**config.mk**
```make
export PLATFORM = sky130hd
export DESIGN_NAME = profile_dump_sequencer
export DESIGN_NICKNAME = d
export VERILOG_FILES = /design/src/rtl/profile_dump_sequencer.sv
export SDC_FILE = /design/constraint.sdc
export NUM_CORES = 1
export LEC_CHECK = 0
export BUFFER_PORTS_ARGS = -buffer_cell sky130_fd_sc_hd__buf_2
export CAP_MARGIN = 10
export CORE_ASPECT_RATIO = 0.7
export CORE_UTILIZATION = 43
export DETAILED_ROUTE_END_ITERATION = 7
export GPL_ROUTABILITY_DRIVEN = 0
export SYNTH_ARGS = -nofsm -noshare
export SYNTH_HDL_FRONTEND = slang
export SYNTH_SLANG_ARGS = --single-unit
```
**constraint.sdc**
```tcl
create_clock -name clk -period 3.25 [get_ports clk]
set_input_delay 0.325 -clock clk [delete_from_list [all_inputs] [get_ports clk]]
set_output_delay 0.325 -clock clk [all_outputs]
set_load 0.05 [all_outputs]
```
**src/rtl/profile_dump_sequencer.sv**
```systemverilog
// -----------------------------------------------------------------------------
// profile_dump_sequencer
//
// Runs a state-profiler for a window bounded by cmd_start/cmd_stop, waits for
// the profiler pipeline to settle, then walks the profiler's count-select bus
// and streams every per-state count out over a ready/valid interface. An
// optional final word carries the saturated sum of all counts.
//
// State table:
//   state   | meaning
//   --------+-----------------------------------------------------------
//   S_IDLE  | waiting for cmd_start; profiler stopped
//   S_RUN   | profiling window open (prof_start high)
//   S_DRAIN | 2-cycle wait for the profiler's probe/exit latency
//   S_DUMP  | walking prof_sel and emitting the count stream
//
// Ports:
//   clk         rising-edge clock
//   reset       synchronous, active-high reset
//   cmd_start   pulse: open a profiling window (IDLE only)
//   cmd_stop    pulse: close the window and start the dump (RUN only)
//   prof_start  registered run/enable level to the profiler
//   prof_sel    profiler count-select (index in DUMP, 0 otherwise)
//   prof_count  profiler count for prof_sel, same-cycle
//   out_valid   result stream valid
//   out_ready   result stream ready
//   out_data    result stream word
//   out_last    marks the final word of the stream
//   busy        high whenever the sequencer is not idle
//   done        one-cycle pulse after the final word is accepted
// -----------------------------------------------------------------------------
module profile_dump_sequencer #(
    parameter int NUM_STATES = 8,
    parameter int SEL_W      = 3,
    parameter int EMIT_TOTAL = 1
) (
    input  logic             clk,
    input  logic             reset,
    input  logic             cmd_start,
    input  logic             cmd_stop,
    output logic             prof_start,
    output logic [SEL_W-1:0] prof_sel,
    input  logic [31:0]      prof_count,
    output logic             out_valid,
    input  logic             out_ready,
    output logic [31:0]      out_data,
    output logic             out_last,
    output logic             busy,
    output logic             done
);

    // index runs to NUM_STATES inclusive (the total-word slot) and one past it
    localparam int IDX_W = $clog2(NUM_STATES + 2);
    localparam logic [IDX_W-1:0] IDX_NUM   = IDX_W'(NUM_STATES);
    localparam logic [IDX_W-1:0] IDX_FINAL = IDX_W'(NUM_STATES - 1);

    typedef enum logic [1:0] {
        S_IDLE  = 2'd0,
        S_RUN   = 2'd1,
        S_DRAIN = 2'd2,
        S_DUMP  = 2'd3
    } state_t;

    state_t            state_q, state_d;
    logic              drain_q, drain_d;
    logic [IDX_W-1:0]  index_q, index_d;
    logic [39:0]       total_q, total_d;
    logic              out_valid_q, out_valid_d;
    logic [31:0]       out_data_q, out_data_d;
    logic              out_last_q, out_last_d;
    logic              done_q, done_d;
    logic              prof_start_q;

    logic              slot_free;
    logic              handshake;
    logic [31:0]       total_sat;

    assign slot_free = !out_valid_q || out_ready;
    assign handshake = out_valid_q && out_ready;
    assign total_sat = (total_q[39:32] != 8'd0) ? 32'hFFFF_FFFF : total_q[31:0];

    always_comb begin
        state_d     = state_q;
        drain_d     = drain_q;
        index_d     = index_q;
        total_d     = total_q;
        out_valid_d = out_valid_q;
        out_data_d  = out_data_q;
        out_last_d  = out_last_q;
        done_d      = 1'b0;

        case (state_q)
            S_IDLE: begin
                // cmd_stop is meaningless here, so start wins a tie implicitly
                if (cmd_start) begin
                    state_d = S_RUN;
                end
            end

            S_RUN: begin
                if (cmd_stop) begin
                    state_d = S_DRAIN;
                    drain_d = 1'b0;
                end
            end

            S_DRAIN: begin
                if (drain_q) begin
                    state_d = S_DUMP;
                    index_d = '0;
                    total_d = '0;
                end else begin
                    drain_d = 1'b1;
                end
            end

            S_DUMP: begin
                if (handshake && out_last_q) begin
                    state_d     = S_IDLE;
                    done_d      = 1'b1;
                    out_valid_d = 1'b0;
                    out_last_d  = 1'b0;
                end else if (slot_free && (index_q < IDX_NUM)) begin
                    out_valid_d = 1'b1;
                    out_data_d  = prof_count;
                    out_last_d  = (EMIT_TOTAL == 0) && (index_q == IDX_FINAL);
                    total_d     = total_q + {8'd0, prof_count};
                    index_d     = index_q + 1'b1;
                end else if (slot_free && (EMIT_TOTAL != 0) && (index_q == IDX_NUM)) begin
                    out_valid_d = 1'b1;
                    out_data_d  = total_sat;
                    out_last_d  = 1'b1;
                    index_d     = index_q + 1'b1;
                end else if (handshake) begin
                    out_valid_d = 1'b0;
                    out_last_d  = 1'b0;
                end
            end

            default: begin
                state_d = S_IDLE;
            end
        endcase
    end

    always_ff @(posedge clk) begin
        if (reset) begin
            state_q      <= S_IDLE;
            drain_q      <= 1'b0;
            index_q      <= '0;
            total_q      <= '0;
            out_valid_q  <= 1'b0;
            out_data_q   <= '0;
            out_last_q   <= 1'b0;
            done_q       <= 1'b0;
            prof_start_q <= 1'b0;
        end else begin
            state_q      <= state_d;
            drain_q      <= drain_d;
            index_q      <= index_d;
            total_q      <= total_d;
            out_valid_q  <= out_valid_d;
            out_data_q   <= out_data_d;
            out_last_q   <= out_last_d;
            done_q       <= done_d;
            // registered copy of "in RUN" so the profiler sees a clean level
            prof_start_q <= (state_d == S_RUN);
        end
    end

    assign prof_start = prof_start_q;
    assign prof_sel   = (state_q == S_DUMP) ? SEL_W'(index_q) : '0;
    assign out_valid  = out_valid_q;
    assign out_data   = out_data_q;
    assign out_last   = out_last_q;
    assign busy       = (state_q != S_IDLE);
    assign done       = done_q;

endmodule

```
==> flow_metrics.py, run 1 <==
metrics = {
    "route": {
        "drt_wl_total_mm": 14.03,
        "first_pass_iters": 4,
        "vias": 5030,
        "wl_met2_mm": 5.669,
        "route.detailed.drc": 0,
        "wl_met1_mm": 7.280,
        "ant_nets": 0,
        "routed-wl-met3_um": 976,
        "drt-initial-drc-count": 319,
        "drt-vias-per-instance": 5.742,
        "routed.top_layer": "met4",
        "wl_per_cell_um": 16.01,
    },
    "synthesis": {
        "synth_xor_xnor_area_share_pct": 4.968,
        "synth.avg_cell_area_um2": 7.746,
        "ys_seq_elements": 83,
        "muxShareOfSynthArea_pct": 0.9790,
        "ys.flop_type": "dfxtp_1",
        "synth-compound-area-share_pct": 29.00,
        "netlist_instances": 660,
        "ys_seq_area_share_pct": 32.50,
        "syn-num-nets": 732,
        "synthArstFlopShare_pct": 0,
        "synth_top_family_by_area": "compound AO/OA/AOI/OAI gates",
        "synthAdderAreaFrac_pct": 8.713,
        "ys_types": 53,
        "synth_simple_gate_area_share_pct": 19.31,
        "syn_area_mm2": 0.005112,
        "synth_edf_count": 0,
        "yosysWarnings": 0,
    },
    "timing": {
        "finalHoldViolCount": 0,
        "period_minus_slack_ps": 2765,
        "fin_ws_ps": 484.9,
        "rsz0062_at_grt": "no",
        "worst_slew_pin_slew_ps": 641.1,
        "timing.fmax_mhz": 361.6,
        "setup_viol": 0,
        "slew_violations": 0,
        "tns_ps": 0,
        "fin_worst_skew_ps": 5.753,
        "period_share_pct": 85.08,
        "relSlewSlack_pct": 56.15,
        "holdWs_ps": 276.3,
    },
    "critical_path": {
        "critPathCaptureType": "flip-flop",
        "rr_startpoint": "total_q[0]$_SDFFE_PP0P_",
        "crit_type": "reg2reg",
        "path_max_fanout": 4,
        "worstPathRequired_ps": 3520,
        "reg2reg_slack_ps": 480,
        "arrival_ps": 3030,
        "r2r-end": "total_q[26]$_SDFFE_PP0P_",
        "cpPeakStageDelay_ps": 500,
        "crit_path_cell_trace": "ha_1 -> fa_1 -> a21oi_1 -> o211ai_1 -> o211ai_1 -> a211oi_1 -> o21ai_0 -> o21bai_1 -> xnor2_1 -> o21ai_0",
        "r2r_cells": 10,
        "cp-start-kind": "flip-flop",
        "crit_slowest_cell": "o21ai_0",
    },
    "layout": {
        "multiInputGateArea_mm2": 0.003219,
        "area_delta_synth_final_pct": 15.76,
        "nNetsFinal": 790,
        "layout-drive-gt1-share_pct": 15.35,
        "mostFrequentLayoutCell": "nand2_1",
        "final_cell_mix": "nand2_1 (94), dfxtp_1 (83), a21oi_1 (80), buf_2 (76), nor2_1 (52)",
        "regArea_mm2": 0.001662,
        "utilization_pct": 52.42,
        "stdcell_area_mm2": 0.005918,
        "fillers": 1123,
        "antennaDiodeCount": 0,
        "stdcell_count": 876,
    },
    "place": {
        "dpl_worst_slack_ps": 419.4,
        "dpl.cell_count": 860,
        "placed_area_mm2": 0.005623,
        "portBuffers": 76,
        "hpwl_mm": 10.23,
    },
    "global_route": {
        "grt_max_degree": 41,
        "grt_usage_pct": 23.56,
        "antenna_found_initial": 0,
        "grt_overflow": 0,
        "grt_pass1_vias": 4664,
        "grt_pass1_wl_mm": 23.35,
    },
    "worst_hold_path": {
        "hold_start": "cmd_start",
        "holdPathEnd": "state_q[0]$_SDFF_PP0_",
        "hold_path_class": "in2reg",
        "min_delay_path_depth": 3,
    },
    "clocking": {
        "cts_num_sinks": 83,
        "clk_latency_ps": 340,
        "clk_pin_slew_ps": 60,
        "htreeDepth": 3,
        "tritoncts": "done",
        "cts_setup_buffers": 0,
        "cts_hold_buf": 0,
        "clockBufferDepth": 2,
        "root_buffer": "clkbuf_16",
        "numCtsBuffers": 9,
        "postCtsResizedCells": 0,
    },
    "power_and_ir_drop": {
        "ir_worst_vdd_mv": 0.2532,
        "cellPowerDensity_mw_per_mm2": 419.5,
        "p_leak_nw": 2.478,
        "power_mw": 2.483,
    },
    "die": {
        "fp.dieW_um": 132.3,
        "coreArea_mm2": 0.01129,
        "dieArea_mm2": 0.01234,
        "die_y_um": 93.23,
        "rows": 32,
        "ioPinCount": 77,
        "start_util_pct": 45.28,
    },
    "run_status": {
        "status": "completed",
    },
    "flow_run": {
        "maxCapViolations": 0,
    },
}
==> cells in the mapped netlist (10+ instances only) <==
master    count  share of area [%]
o21ai_0      46                4.5
dfxtp_1      83                 33
xor2_1       10                1.7
clkbuf_1     37                2.7
xnor2_1      19                3.3
nand3_1      19                1.9
ha_1         34                8.3
o221ai_1     32                5.5
a211oi_1     10                1.5
nor2_1       52                3.8
nand2_1      94                6.9
a21oi_1      80                7.8
a21o_1       17                2.5
inv_1        18                1.3
==> area by class of cell <==
cell class / instances / area share, %
clock buffers: 11 / 4.101
multi-input cells: 518 / 54.40
inverters: 18 / 1.142
repair buffers: 88 / 8.161
well taps: 153 / 3.235
clock inverters: 5 / 0.8879
flip-flops and latches: 83 / 28.08
==> layer usage <==
metal | vias up | GRT usage (%)
met2 | 169 | 34.17
met1 | 2314 | 34.75
met4 | 0 | 5.460
met3 | 7 | 5.528
met5 | - | 0
li1 | 2540 | -
==> sequential cells by signal, indices dropped and copies added, names as in the netlist <==
signal      count
total_q        40
prof_start      1
out_last        1
done            1
drain_q         1
state_q         2
out_valid       1
index_q         4
out_data       32
==> worst max-delay path by stage <==
stage	from	to	slack (ps)	cells past startpoint
2_1_floorplan	out_valid$_SDFFE_PP0P_	total_q[39]$_SDFFE_PP0P_	790	9
3_3_place_gp	prof_count[0]	total_q[10]$_SDFFE_PP0P_	480	10
3_5_place_dp	prof_count[0]	total_q[30]$_SDFFE_PP0P_	420	11
4_1_cts	total_q[0]$_SDFFE_PP0P_	total_q[30]$_SDFFE_PP0P_	550	10
5_1_grt	total_q[0]$_SDFFE_PP0P_	total_q[28]$_SDFFE_PP0P_	290	10
6_report	total_q[0]$_SDFFE_PP0P_	total_q[26]$_SDFFE_PP0P_	480	10
==> report_power, final <==
part	switching, mW	internal (mW)	total [mW]	leakage (nW)
logic	0.253	0.121	0.375	1.66
registers	0.0237	1.04	1.07	0.670
clock network	0.430	0.613	1.04	0.145
total	0.707	1.78	2.48	2.48
==> cells by family after synthesis <==
family                     count (synthesis)
xor gates and xnor gates                  29
adders and majority gates                 35
and+or+nand+nor                          218
DFF                                       83
AOI/OAI and AO/OA                        231
muxes                                      5
buffers and inverters                     59
==> worst max-delay path, delay by kind of cell (launching register included) <==
kind,cells,cell delay (ps)
compound gates,7,1570
fa+ha+maj,2,640
xor+xnor,1,150
flops,1,320
(Power assumes the default switching activity.)
==> run 2: changes to the inputs <==
--- a/config.mk
+++ b/config.mk
@@ -8,9 +8,11 @@
 export BUFFER_PORTS_ARGS = -buffer_cell sky130_fd_sc_hd__buf_2
 export CAP_MARGIN = 10
 export CORE_ASPECT_RATIO = 0.7
-export CORE_UTILIZATION = 43
+export CORE_UTILIZATION = 45
 export DETAILED_ROUTE_END_ITERATION = 7
 export GPL_ROUTABILITY_DRIVEN = 0
+export PLACE_DENSITY = 0.65
+export SKIP_CTS_REPAIR_TIMING = 1
 export SYNTH_ARGS = -nofsm -noshare
 export SYNTH_HDL_FRONTEND = slang
 export SYNTH_SLANG_ARGS = --single-unit
==> flow_metrics.py, run 2 (same netlist as run 1, synthesis figures left out) <==
metrics = {
    "route": {
        "drt_wl_total_mm": 13.75,
        "wl_met1_mm": 7.190,
        "wl_per_cell_um": 15.73,
        "routed-wl-met3_um": 848,
        "routed.top_layer": "met4",
        "ant_nets": 0,
        "route.detailed.drc": 0,
        "drt-initial-drc-count": 385,
        "first_pass_iters": 7,
        "vias": 5131,
        "wl_met2_mm": 5.536,
        "drt-vias-per-instance": 5.871,
    },
    "layout": {
        "largest_reg_flops": 40,
        "multiInputGateArea_mm2": 0.003219,
        "fillers": 1094,
        "regArea_mm2": 0.001662,
        "nNetsFinal": 788,
        "final_cell_mix": "nand2_1 (94), dfxtp_1 (83), a21oi_1 (80), buf_2 (76), nor2_1 (52)",
        "top_register": "total_q",
        "layout-drive-gt1-share_pct": 14.84,
        "area_delta_synth_final_pct": 15.32,
        "utilization_pct": 53.35,
        "mostFrequentLayoutCell": "nand2_1",
        "antennaDiodeCount": 0,
    },
    "place": {
        "portBuffers": 76,
        "hpwl_mm": 9.883,
    },
    "power_and_ir_drop": {
        "power.internal_mw": 1.759,
        "clkPwrFrac_pct": 41.2,
        "ir_worst_vdd_mv": 0.3252,
        "p_leak_nw": 2.460,
        "p_comb_share_pct": 15.3,
        "power_mw": 2.450,
        "switchingPower_uw": 690.8,
        "switching_share_pct": 28.20,
        "cellPowerDensity_mw_per_mm2": 415.5,
        "seqPwrFrac_pct": 43.5,
    },
    "timing": {
        "tns_ps": 0,
        "rsz0062_at_grt": "no",
        "period_minus_slack_ps": 2737,
        "holdWs_ps": 287.4,
        "relSlewSlack_pct": 57.35,
        "slew_violations": 0,
        "finalHoldViolCount": 0,
        "timing.fmax_mhz": 365.4,
        "worst_slew_pin_slew_ps": 623.6,
        "setup_viol": 0,
        "period_share_pct": 84.21,
        "fin_worst_skew_ps": 3.455,
    },
    "critical_path": {
        "cp-start-kind": "flip-flop",
        "critPathCaptureType": "flip-flop",
        "r2r-end": "total_q[39]$_SDFFE_PP0P_",
        "worstPathRequired_ps": 3480,
        "rr_startpoint": "total_q[20]$_SDFFE_PP0P_",
        "path_max_fanout": 7,
        "r2r_cells": 9,
        "arrival_ps": 2970,
        "reg2reg_slack_ps": 510,
        "crit_type": "reg2reg",
    },
    "worst_hold_path": {
        "min_delay_path_depth": 3,
        "hold_path_class": "in2reg",
        "holdPathEnd": "prof_start$_SDFF_PP0_",
        "hold_start": "cmd_start",
    },
    "flow_run": {
        "maxCapViolations": 0,
    },
    "die": {
        "ioPinCount": 77,
        "rows": 32,
        "dieArea_mm2": 0.01180,
        "fp.dieW_um": 129.4,
        "coreArea_mm2": 0.01105,
        "die_y_um": 91.18,
        "start_util_pct": 46.26,
    },
    "global_route": {
        "antenna_found_initial": 0,
        "grt_max_degree": 58,
        "grt_pass1_vias": 4692,
        "grt_pass1_wl_mm": 23.02,
        "grt_usage_pct": 24.45,
        "grt_overflow": 0,
    },
    "clocking": {
        "clk_pin_slew_ps": 60,
        "htreeDepth": 3,
        "clockBufferDepth": 2,
        "numCtsBuffers": 9,
        "clk_latency_ps": 340,
        "cts_num_sinks": 83,
        "root_buffer": "clkbuf_16",
        "tritoncts": "done",
    },
    "run_status": {
        "status": "completed",
    },
}
run 2: changes by cell type in the layout (fill, tap and decap cells not counted):
| cell | delta |
|---|---|
| buf_4 | -2 |
| clkbuf_1 | +2 |
| clkinv_2 | -2 |
| clkbuf_8 | -1 |
| clkinv_4 | +1 |
run 2: how the worst max path moves through the flow:
stage	from	endpoint	slack (ps)	depth (start not counted)
after global routing	total_q[0]$_SDFFE_PP0P_	total_q[30]$_SDFFE_PP0P_	250	10
after detailed placement	prof_count[0]	total_q[10]$_SDFFE_PP0P_	430	10
after floorplan	out_valid$_SDFFE_PP0P_	total_q[39]$_SDFFE_PP0P_	790	9
final	total_q[20]$_SDFFE_PP0P_	total_q[39]$_SDFFE_PP0P_	510	9
after CTS	total_q[0]$_SDFFE_PP0P_	total_q[10]$_SDFFE_PP0P_	560	9
after global placement	prof_count[0]	total_q[10]$_SDFFE_PP0P_	510	10
run 2: area by class of cell:
cell class                 instances  share of cell area [%]
multi-input combinational        518                   54.61
clock inverter                     4                  0.8701
sequential                        83                   28.18
inverter                          18                   1.146
tap                              153                   3.247
clock buffer                      12                   4.011
timing repair buffer              86                   7.937
run 2: critical path, stage by stage (launching register included):
cell,delay (ps)
dfxtp_1,320
ha_1,410
a21oi_1,120
o21ai_0,250
a211oi_1,110
o31ai_1,350
nor3_1,80
a21oi_1,520
a2111oi_0,210
a211o_1,250
run 2: metrics by stage:
stage	instances	area [um2]	worst slack, ps
after floorplan	660	5112	792.4
after global placement	858	5608	508.7
after detailed placement	858	5608	433.8
after CTS	874	5896	562.7
after global routing	874	5896	247.3
final	874	5896	513.1
run 2: power by group through the flow:
stage	Sequential (mW)	Clock (mW)	Combinational [mW]
6_report	1.07	1.01	0.375
4_1_cts	1.07	1.04	0.371
3_3_place_gp	1.09	0	0.365
2_1_floorplan	1.12	0	0.224
5_1_grt	1.07	1.08	0.410
3_5_place_dp	1.09	0	0.369
run 2: per-layer routing:
layer | up-vias | track usage [%]
li1 | 2532 | -
met1 | 2388 | 36.65
met2 | 191 | 34.54
met3 | 20 | 4.714
met4 | 0 | 7.451
met5 | - | 0
